===== src/rtl/cv32e40x_aes_dom_pkg.sv =====
// Shared types and constants for the masked (DOM) SAES32 issue sequencer.
//   saes_op_t    : {decrypt, middle_round} operation encoding
//   seq_state_e  : sequencer FSM states
//   LFSR_TAPS    : Galois feedback mask of the 64-bit mask LFSR
//   DEFAULT_SEED : reset / fallback seed of the mask LFSR
//   lfsr_step    : one Galois LFSR step (right shift, taps on bit 0 out)
package cv32e40x_aes_dom_pkg;

  typedef struct packed {
    logic decrypt;
    logic middle_round;
  } saes_op_t;

  typedef enum logic [1:0] {
    IDLE = 2'd0,
    RUN  = 2'd1,
    DONE = 2'd2
  } seq_state_e;

  localparam logic [63:0] LFSR_TAPS    = 64'hD800000000000000;
  localparam logic [63:0] DEFAULT_SEED = 64'h9E3779B97F4A7C15;

  function automatic logic [63:0] lfsr_step(input logic [63:0] s);
    return (s >> 1) ^ (s[0] ? LFSR_TAPS : 64'h0);
  endfunction

endpackage


===== src/rtl/cv32e40x_aes_dom_lfsr.sv =====
// 64-bit Galois mask LFSR supplying fresh randomness to the DOM S-box.
//   i_clk, i_reset : clock, synchronous active-high reset (loads SEED)
//   i_load         : load i_seed this cycle (a zero seed loads SEED instead)
//   i_seed         : new seed value
//   i_en           : advance one step this cycle
//   o_rnd          : low RND_WIDTH bits of the LFSR state
module cv32e40x_aes_dom_lfsr
  import cv32e40x_aes_dom_pkg::*;
#(
  parameter int unsigned RND_WIDTH = 36,
  parameter logic [63:0] SEED      = DEFAULT_SEED
) (
  input  logic                 i_clk,
  input  logic                 i_reset,
  input  logic                 i_load,
  input  logic [63:0]          i_seed,
  input  logic                 i_en,
  output logic [RND_WIDTH-1:0] o_rnd
);

  logic [63:0] r_state;
  logic [63:0] w_seed;

  // An all-zero state would lock the LFSR up, so zero seeds fall back to SEED.
  assign w_seed = (i_seed == 64'h0) ? SEED : i_seed;

  always_ff @(posedge i_clk) begin
    if (i_reset) begin
      r_state <= SEED;
    end else if (i_load) begin
      r_state <= w_seed;
    end else if (i_en) begin
      r_state <= lfsr_step(r_state);
    end
  end

  assign o_rnd = r_state[RND_WIDTH-1:0];

endmodule


===== src/rtl/cv32e40x_aes_dom_sequencer.sv =====
// Issue/sequencing stage for the masked (DOM) SAES32 functional unit.
// Accepts one operation from EX, holds operands stable for SBOX_LATENCY cycles while the
// DOM S-box settles, feeds it fresh randomness every cycle and returns the captured result
// through a valid/ready handshake.
//   i_clk, i_reset                   : clock, synchronous active-high reset
//   i_in_valid / o_in_ready          : operation handshake from EX
//   i_in_op, i_in_rs1..3, i_in_bs    : operation, round key, state shares, byte select
//   i_flush                          : kill any in-flight operation
//   i_reseed_valid, i_reseed_data    : load a new mask LFSR seed (IDLE only)
//   o_fu_valid, o_fu_op, o_fu_rs1..3,
//   o_fu_bs, o_fu_rnd                : operands and randomness to the FU (zero when idle)
//   i_fu_rd                          : FU result (combined shares)
//   o_out_valid / i_out_ready, o_out_rd : result handshake (o_out_rd zero when not valid)
//   o_busy                           : sequencer not idle
module cv32e40x_aes_dom_sequencer
  import cv32e40x_aes_dom_pkg::*;
#(
  parameter int unsigned SBOX_LATENCY = 4,
  parameter int unsigned RND_WIDTH    = 36,
  parameter logic [63:0] LFSR_SEED    = DEFAULT_SEED
) (
  input  logic                 i_clk,
  input  logic                 i_reset,
  input  logic                 i_in_valid,
  output logic                 o_in_ready,
  input  logic [1:0]           i_in_op,
  input  logic [31:0]          i_in_rs1,
  input  logic [31:0]          i_in_rs2,
  input  logic [31:0]          i_in_rs3,
  input  logic [1:0]           i_in_bs,
  input  logic                 i_flush,
  input  logic                 i_reseed_valid,
  input  logic [63:0]          i_reseed_data,
  output logic                 o_fu_valid,
  output logic [1:0]           o_fu_op,
  output logic [31:0]          o_fu_rs1,
  output logic [31:0]          o_fu_rs2,
  output logic [31:0]          o_fu_rs3,
  output logic [1:0]           o_fu_bs,
  output logic [RND_WIDTH-1:0] o_fu_rnd,
  input  logic [31:0]          i_fu_rd,
  output logic                 o_out_valid,
  input  logic                 i_out_ready,
  output logic [31:0]          o_out_rd,
  output logic                 o_busy
);

  localparam int unsigned    CNT_W    = $clog2(SBOX_LATENCY + 1);
  localparam logic [CNT_W-1:0] CNT_LOAD = CNT_W'(SBOX_LATENCY - 1);

  seq_state_e       r_state;
  logic [CNT_W-1:0] r_cnt;
  saes_op_t         r_op;
  logic [31:0]      r_rs1;
  logic [31:0]      r_rs2;
  logic [31:0]      r_rs3;
  logic [1:0]       r_bs;
  logic [31:0]      r_result;

  logic                 w_accept;
  logic                 w_run;
  logic                 w_reseed;
  logic [RND_WIDTH-1:0] w_rnd;

  assign w_run      = (r_state == RUN);
  assign o_in_ready = (r_state == IDLE) | ((r_state == DONE) & i_out_ready);
  // A flush in the same cycle as an issue wins: the op is dropped.
  assign w_accept   = i_in_valid & o_in_ready & ~i_flush;
  assign w_reseed   = (r_state == IDLE) & i_reseed_valid & ~i_flush;

  cv32e40x_aes_dom_lfsr #(
    .RND_WIDTH (RND_WIDTH),
    .SEED      (LFSR_SEED)
  ) u_lfsr (
    .i_clk   (i_clk),
    .i_reset (i_reset),
    .i_load  (w_reseed),
    .i_seed  (i_reseed_data),
    .i_en    (w_run),
    .o_rnd   (w_rnd)
  );

  always_ff @(posedge i_clk) begin
    if (i_reset) begin
      r_state  <= IDLE;
      r_cnt    <= '0;
      r_op     <= '0;
      r_rs1    <= '0;
      r_rs2    <= '0;
      r_rs3    <= '0;
      r_bs     <= '0;
      r_result <= '0;
    end else if (i_flush) begin
      r_state  <= IDLE;
      r_cnt    <= '0;
      r_op     <= '0;
      r_rs1    <= '0;
      r_rs2    <= '0;
      r_rs3    <= '0;
      r_bs     <= '0;
      r_result <= '0;
    end else if (w_accept) begin
      // Covers both a fresh issue from IDLE and back-to-back issue out of DONE.
      r_state <= RUN;
      r_cnt   <= CNT_LOAD;
      r_op    <= saes_op_t'(i_in_op);
      r_rs1   <= i_in_rs1;
      r_rs2   <= i_in_rs2;
      r_rs3   <= i_in_rs3;
      r_bs    <= i_in_bs;
    end else begin
      case (r_state)
        RUN: begin
          if (r_cnt == '0) begin
            r_result <= i_fu_rd;
            r_state  <= DONE;
          end else begin
            r_cnt <= r_cnt - 1'b1;
          end
        end
        DONE: begin
          // Result consumed with no follow-up op: scrub secrets on the way to IDLE.
          if (i_out_ready) begin
            r_state  <= IDLE;
            r_op     <= '0;
            r_rs1    <= '0;
            r_rs2    <= '0;
            r_rs3    <= '0;
            r_bs     <= '0;
            r_result <= '0;
          end
        end
        IDLE: ;
        default: begin
          r_state  <= IDLE;
          r_cnt    <= '0;
          r_op     <= '0;
          r_rs1    <= '0;
          r_rs2    <= '0;
          r_rs3    <= '0;
          r_bs     <= '0;
          r_result <= '0;
        end
      endcase
    end
  end

  // Operand and randomness buses are zero outside RUN so shares never leak while idle/done.
  assign o_fu_valid  = w_run;
  assign o_fu_op     = w_run ? r_op  : '0;
  assign o_fu_rs1    = w_run ? r_rs1 : '0;
  assign o_fu_rs2    = w_run ? r_rs2 : '0;
  assign o_fu_rs3    = w_run ? r_rs3 : '0;
  assign o_fu_bs     = w_run ? r_bs  : '0;
  assign o_fu_rnd    = w_run ? w_rnd : '0;
  assign o_out_valid = (r_state == DONE);
  assign o_out_rd    = o_out_valid ? r_result : '0;
  assign o_busy      = (r_state != IDLE);

endmodule


===== config.mk =====
export PLATFORM = sky130hd
export DESIGN_NAME = cv32e40x_aes_dom_sequencer
export DESIGN_NICKNAME = d
export VERILOG_FILES = /design/src/rtl/cv32e40x_aes_dom_pkg.sv /design/src/rtl/cv32e40x_aes_dom_lfsr.sv /design/src/rtl/cv32e40x_aes_dom_sequencer.sv
export SDC_FILE = /design/constraint.sdc
export NUM_CORES = 1
export LEC_CHECK = 0
export ABC_AREA = 1
export BUFFER_PORTS_ARGS = -buffer_cell sky130_fd_sc_hd__buf_2
export CORE_ASPECT_RATIO = 0.75
export CORE_MARGIN = 10
export CORE_UTILIZATION = 35
export DETAILED_ROUTE_END_ITERATION = 10
export GPL_TIMING_DRIVEN = 0
export PLACE_DENSITY = 0.61
export SYNTH_ARGS = -nofsm -noshare
export SYNTH_HDL_FRONTEND = slang
export SYNTH_SLANG_ARGS = --single-unit

===== constraint.sdc =====
create_clock -name i_clk -period 1.5 [get_ports i_clk]
set_clock_uncertainty 0.15 [all_clocks]
set_input_delay 0.15 -clock i_clk [delete_from_list [all_inputs] [get_ports i_clk]]
set_output_delay 0.15 -clock i_clk [all_outputs]
set_load 0.03 [all_outputs]

[After elaboration in Yosys (flattened, before gate mapping)]
Cells that the tools add are included.
Storage, ports and cells
  flip-flop bits (word level): 201
  word-level logic and storage cells: 78
Operators by class
  $add $sub $neg: 1
  equal/unequal tests: 11
  multiplexer cells: 28
  bitwise operators: 11
  reduce and logical (&&, ||, !) cells: 15
Operators with widths (number)
  2-to-1 mux 32 bit: 9
  2-to-1 mux 64 bit: 4
  one-hot mux 32 bit (3 select lines): 1
  logical NOT 64 bit: 1
  one-hot mux 32 bit (2 select lines): 1
  XOR 63 x 64 -> 64 bit: 1
  2-to-1 mux 36 bit: 1
  2-to-1 mux 2 bit: 7
  != test 2 x 1 -> 1 bit (second input constant): 4
  one-hot mux 2 bit (3 select lines): 1
  one-hot mux 3 bit (2 select lines): 1
  AND reduction 2 bit: 3
  AND reduction 3 bit: 2
  OR reduction 2 bit: 3
  AND 1 bit: 5
  != test 2 bit (second input constant): 2
  inverter 1 bit: 4
  one-hot mux 2 bit (2 select lines): 1
  AND reduction 4 bit: 1
  nonzero test 2 bit: 2
  logical NOT 3 bit: 1
  2-to-1 mux 3 bit: 1
  != test 3 x 1 -> 1 bit (second input constant): 1
  != test 3 x 2 -> 1 bit (second input constant): 1
  other kinds (8): 8

[Longest topological paths before layout]
  depth after elaboration: 7
  depth in mapped cells: 11
  mapped depth without buffers: 9

[By module]
A second synthesis with hierarchy kept.
Unflattened totals
  cell total of the unflattened synthesis: 1587
  area total of the unflattened synthesis: 10430.0 µm²
Modules (own cells, without submodules)
  cv32e40x_aes_dom_sequencer: instances 1, cells an instance 1022, area an instance 6881.6 µm², sequential area each 2742.6 µm²
  cv32e40x_aes_dom_lfsr: instances 1, cells an instance 565, area an instance 3548.4 µm², sequential area each 1281.2 µm²

[Least setup slack after synthesis]
Ideal clock, no wire load.
  kind: reg2out
  start: reg r_state[1]
  end: out o_out_rd[10]
  arrival: 1.495 ns
  slack: -0.295 ns
  stages on the path, launching flop included: 6
  path buffers: 1
  cells stage by stage: dfxtp_1 > inv_2 > nor2_4 > inv_1 > clkbuf_1 > nor2_1
On the way
  word-level cells in the longest chain between the ends: 2
RTL lines
  start: declaration: line cv32e40x_aes_dom_sequencer.sv:51  | seq_state_e r_state;
  start signal: assignment: line cv32e40x_aes_dom_sequencer.sv:85  | r_state <= IDLE;
  start signal: assignment: line cv32e40x_aes_dom_sequencer.sv:94  | r_state <= IDLE;
  start signal: assignment: line cv32e40x_aes_dom_sequencer.sv:104  | r_state <= RUN;
  equality test 2 bit: line cv32e40x_aes_dom_sequencer.sv:156  | assign o_out_valid = (r_state == DONE);
  net o_out_valid: line cv32e40x_aes_dom_sequencer.sv:42  | output logic o_out_valid,
  2-to-1 mux 32 bit: line cv32e40x_aes_dom_sequencer.sv:157  | assign o_out_rd = o_out_valid ? r_result : '0;
  end: declaration: line cv32e40x_aes_dom_sequencer.sv:44  | output logic [31:0] o_out_rd,
The timed path passes the listed nets, and every way through them passes these cells.

[Worst setup path after layout]
  start: reg r_state[1]
  end: out o_fu_rs2[2]
On the way
  word-level cells in the longest chain between the ends: 2
RTL lines
  equality test 2 x 1 -> 1 bit: line cv32e40x_aes_dom_sequencer.sv:65  | assign w_run = (r_state == RUN);
  2-to-1 mux 32 bit: line cv32e40x_aes_dom_sequencer.sv:152  | assign o_fu_rs2 = w_run ? r_rs2 : '0;
  end: declaration: line cv32e40x_aes_dom_sequencer.sv:37  | output logic [31:0] o_fu_rs2,
Every way passes these cells.

==> flow_summary.json <==
{
  "setup.worst_path.start": "r_state[1]",
  "die-area_um2": 36000,
  "setup_viol": 373,
  "core_um2": 28200,
  "cts.clk_slew.worst_paths_ns": 0.06,
  "netlist-cell-type-count": 31,
  "grt_pass1_wl_mm": 73.0,
  "grt_start_max_net_pins": 14,
  "clock_sinks": 201,
  "worst_setup_path_end_kind": "primary output",
  "start_util_pct": 35.7,
  "synth_flop_cell": "dfxtp_1",
  "synth_area_um2": 10100,
  "drtAntennaViolNets": 0,
  "ir_drop_uv": 623,
  "timing.rr.end": "r_rs3[12]",
  "synth_top_family_by_area": "simple AND/OR/NAND/NOR gates",
  "hpwl_mm": 31.8,
  "rsz0062_at_grt": "yes",
  "drt-wirelength-per-cell_um": 20.5,
  "synth_edf_count": 0,
  "crit_path_start_kind": "flop",
  "synth-simple-area-share_pct": 30.5,
  "synth-seq-cells": 201,
  "cp-endpoint": "o_fu_rs2[2]",
  "rr_startpoint": "r_state[1]",
  "grt_pass1_vias": 13000,
  "dr.pass1.iters": 5,
  "drc": 0,
  "cp_max_fo": 10,
  "run_status": "finished with violations",
  "synth-compound-area-share_pct": 12.1,
  "place_congestion": 0.902,
  "clock_latency_ns": 0.52,
  "syn2layout_area_growth_pct": 101,
  "crit_type": "flop to primary output",
  "placed_area_um2": 13100,
  "postSynthCellCount": 1528,
  "cts_made_buffers": 22,
  "port_buffers": 373,
  "antenna_found_initial": 3,
  "drive_above_1_share_pct": 41.5,
  "yosysSeqAreaShare_pct": 39.9,
  "grtUsageMet2_pct": 41.1,
  "ys_warn_count": 0,
  "vias": 13600,
  "cts_root_buffer": "clkbuf_16",
  "rrSetupSlack_ns": -0.46,
  "nets": 2416,
  "cp.required_ns": 1.20,
  "avgViaCountPerCell": 5.19,
  "worst_hold_slack_ns": 0.0861,
  "rows": 53,
  "syn_nets": 1732,
  "reg2reg_depth": 10,
  "hold_class": "input pin to flop",
  "synth_mux_area_share_pct": 0,
  "grt_util_all_layers_pct": 24.7,
  "fmax_ghz": 0.480,
  "fin_crit_ns": 2.08,
  "maxSlewViolCount": 0,
  "gr-usage-met3_pct": 4.60,
  "violations": "setup timing",
  "synth_adder_area_share_pct": 0.248,
  "power_density_nw_per_um2": 702,
  "overflow": 0,
  "async_flop_share_pct": 0,
  "ios": 374,
  "synth-xor-area-share_pct": 0.0869,
  "leakagePower_nw": 8.40,
  "grt-busiest-layer": "met2",
  "drv_cap": 0,
  "fillers": 1997,
  "fin_area_um2": 20300,
  "tritoncts": "built",
  "grtUsageMet1_pct": 31.3,
  "max-clock-path-buffers": 3,
  "finalHoldViolations": 0,
  "drt_iter0_drc": 1142,
  "worst_ep_arrival_time_ns": 1.78,
  "timing.slew.headroom_pct": 41.2,
  "tns_ns": -154.95,
  "die_h_um": 167,
  "fin_crit_sh_pct": 139,
  "worst_slew_pin_slew_ns": 0.882,
  "synth.avg_cell_area_um2": 6.59,
  "htree_num_levels": 1,
  "die_w_um": 216,
  "wl_mm": 53.7,
  "setup_slack_ns": -0.584
}
-- how the worst min path moves through the flow --
| stage | from | endpoint | slack, ns | cells after the start |
|---|---|---|---|---|
| floorplan | i_reseed_data[62] | u_lfsr.r_state[62] | 0.14 | 2 |
| global placement | i_fu_rd[15] | r_result[15] | 0.26 | 3 |
| detailed placement | i_fu_rd[19] | r_result[19] | 0.26 | 3 |
| CTS | i_reseed_valid | u_lfsr.r_state[7] | 0.04 | 5 |
| global route | i_in_valid | r_state[0] | 0.13 | 5 |
| finish | i_out_ready | r_rs3[26] | 0.09 | 6 |
-- state kept, by name (all words and copies together) (netlist names) --
signal / count
r_bs: 2
r_rs3: 32
r_op: 2
u_lfsr.r_state: 64
r_rs1: 32
r_state: 2
r_result: 32
r_cnt: 3
r_rs2: 32
-- power by group --
group | internal [mW] | switching [mW] | leakage (nW) | total, mW
Clock | 3.26 | 2.41 | 0.378 | 5.67
Combinational | 1.40 | 1.52 | 6.38 | 2.92
Sequential | 5.54 | 0.110 | 1.64 | 5.65
Total | 10.2 | 4.04 | 8.40 | 14.2
-- cell usage in the layout (no fill, tap or decap), types with 23 or more instances in the layout --
| cell | instances |
|---|---|
| a21oi_1 | 88 |
| a21oi_2 | 50 |
| buf_12 | 25 |
| buf_2 | 207 |
| buf_4 | 42 |
| buf_6 | 198 |
| buf_8 | 24 |
| clkbuf_1 | 46 |
| clkbuf_16 | 50 |
| dfxtp_1 | 199 |
| dlygate4sd3_1 | 198 |
| inv_1 | 274 |
| nand2_1 | 198 |
| nand2_2 | 23 |
| nand2_4 | 28 |
| nand3_1 | 64 |
| nand3_2 | 38 |
| nand4_1 | 101 |
| nor2_1 | 65 |
| nor2_4 | 151 |
-- critical path, stage by stage, from the launching register on --
cell and delay, ns:
dfxtp_4 0.36, inv_6 0.07, nand2_8 0.07, buf_12 0.15, buf_16 0.16, buf_6 0.17
nor2_2 0.14, buf_6 0.16
-- through the flow --
stage,utilization [%],std cells,setup slack (ns),total power [mW]
finish,72.0,2616,-0.584,14.2
global route,72.0,2615,-0.616,14.7
CTS,64.1,2565,-0.561,13.6
detailed placement,46.6,2286,-0.703,7.36
global placement,46.6,2286,-0.658,7.33
floorplan,-,1528,-0.180,6.70
-- layout make-up --
| class | count | area, um2 | share of cell area [%] |
|---|---|---|---|
| Clock buffer | 30 | 662 | 3.26 |
| Antenna cell | 3 | 7.51 | 0.0370 |
| Timing Repair Buffer | 662 | 6270 | 30.9 |
| Clock inverter | 10 | 76.3 | 0.376 |
| Buffer | 116 | 1280 | 6.32 |
| Inverter | 294 | 1140 | 5.61 |
| Multi-Input combinational cell | 915 | 6340 | 31.3 |
| Sequential cell | 201 | 4030 | 19.9 |
| Tap cell | 385 | 482 | 2.38 |
-- cells in the mapped netlist, drive strengths merged, types with 5 or more instances --
library cell / count / area (um2)
a211oi: 5 / 37.5
a21oi: 139 / 726
buf: 65 / 427
clkbuf: 53 / 199
dfxtp: 201 / 4020
inv: 293 / 1100
nand2: 253 / 977
nand3: 112 / 571
nand4: 101 / 632
nor2: 221 / 845
o211ai: 8 / 60.1
o21ai: 46 / 230
o221ai: 17 / 149
-- logic make-up (layout without fill, tap and decap cells) --
kind of cell    count (synthesis)  in the layout
compound gates                217            217
xor+xnor                        1              1
fa+ha+maj                       2              2
buf+inv                       412           1112
flops                         201            201
other cells                     0              3
simple gates                  695            695
-- what timing repair did --
item,in CTS,in global routing
pin swaps,10,52
hold endpoints to repair,200,0
gates cloned,8,22
setup endpoints to repair,373,373
buffers inserted,34,30
hold buffers,198,0
resized for setup,518,409
-- metal layers --
metal | vias up | wire length [um]
met2 | 721 | 26100
met4 | 0 | 2220
met1 | 6504 | 21400
li1 | 6214 | -
met5 | - | 0
met3 | 149 | 4020
Power figures use the tool's default switching activity.
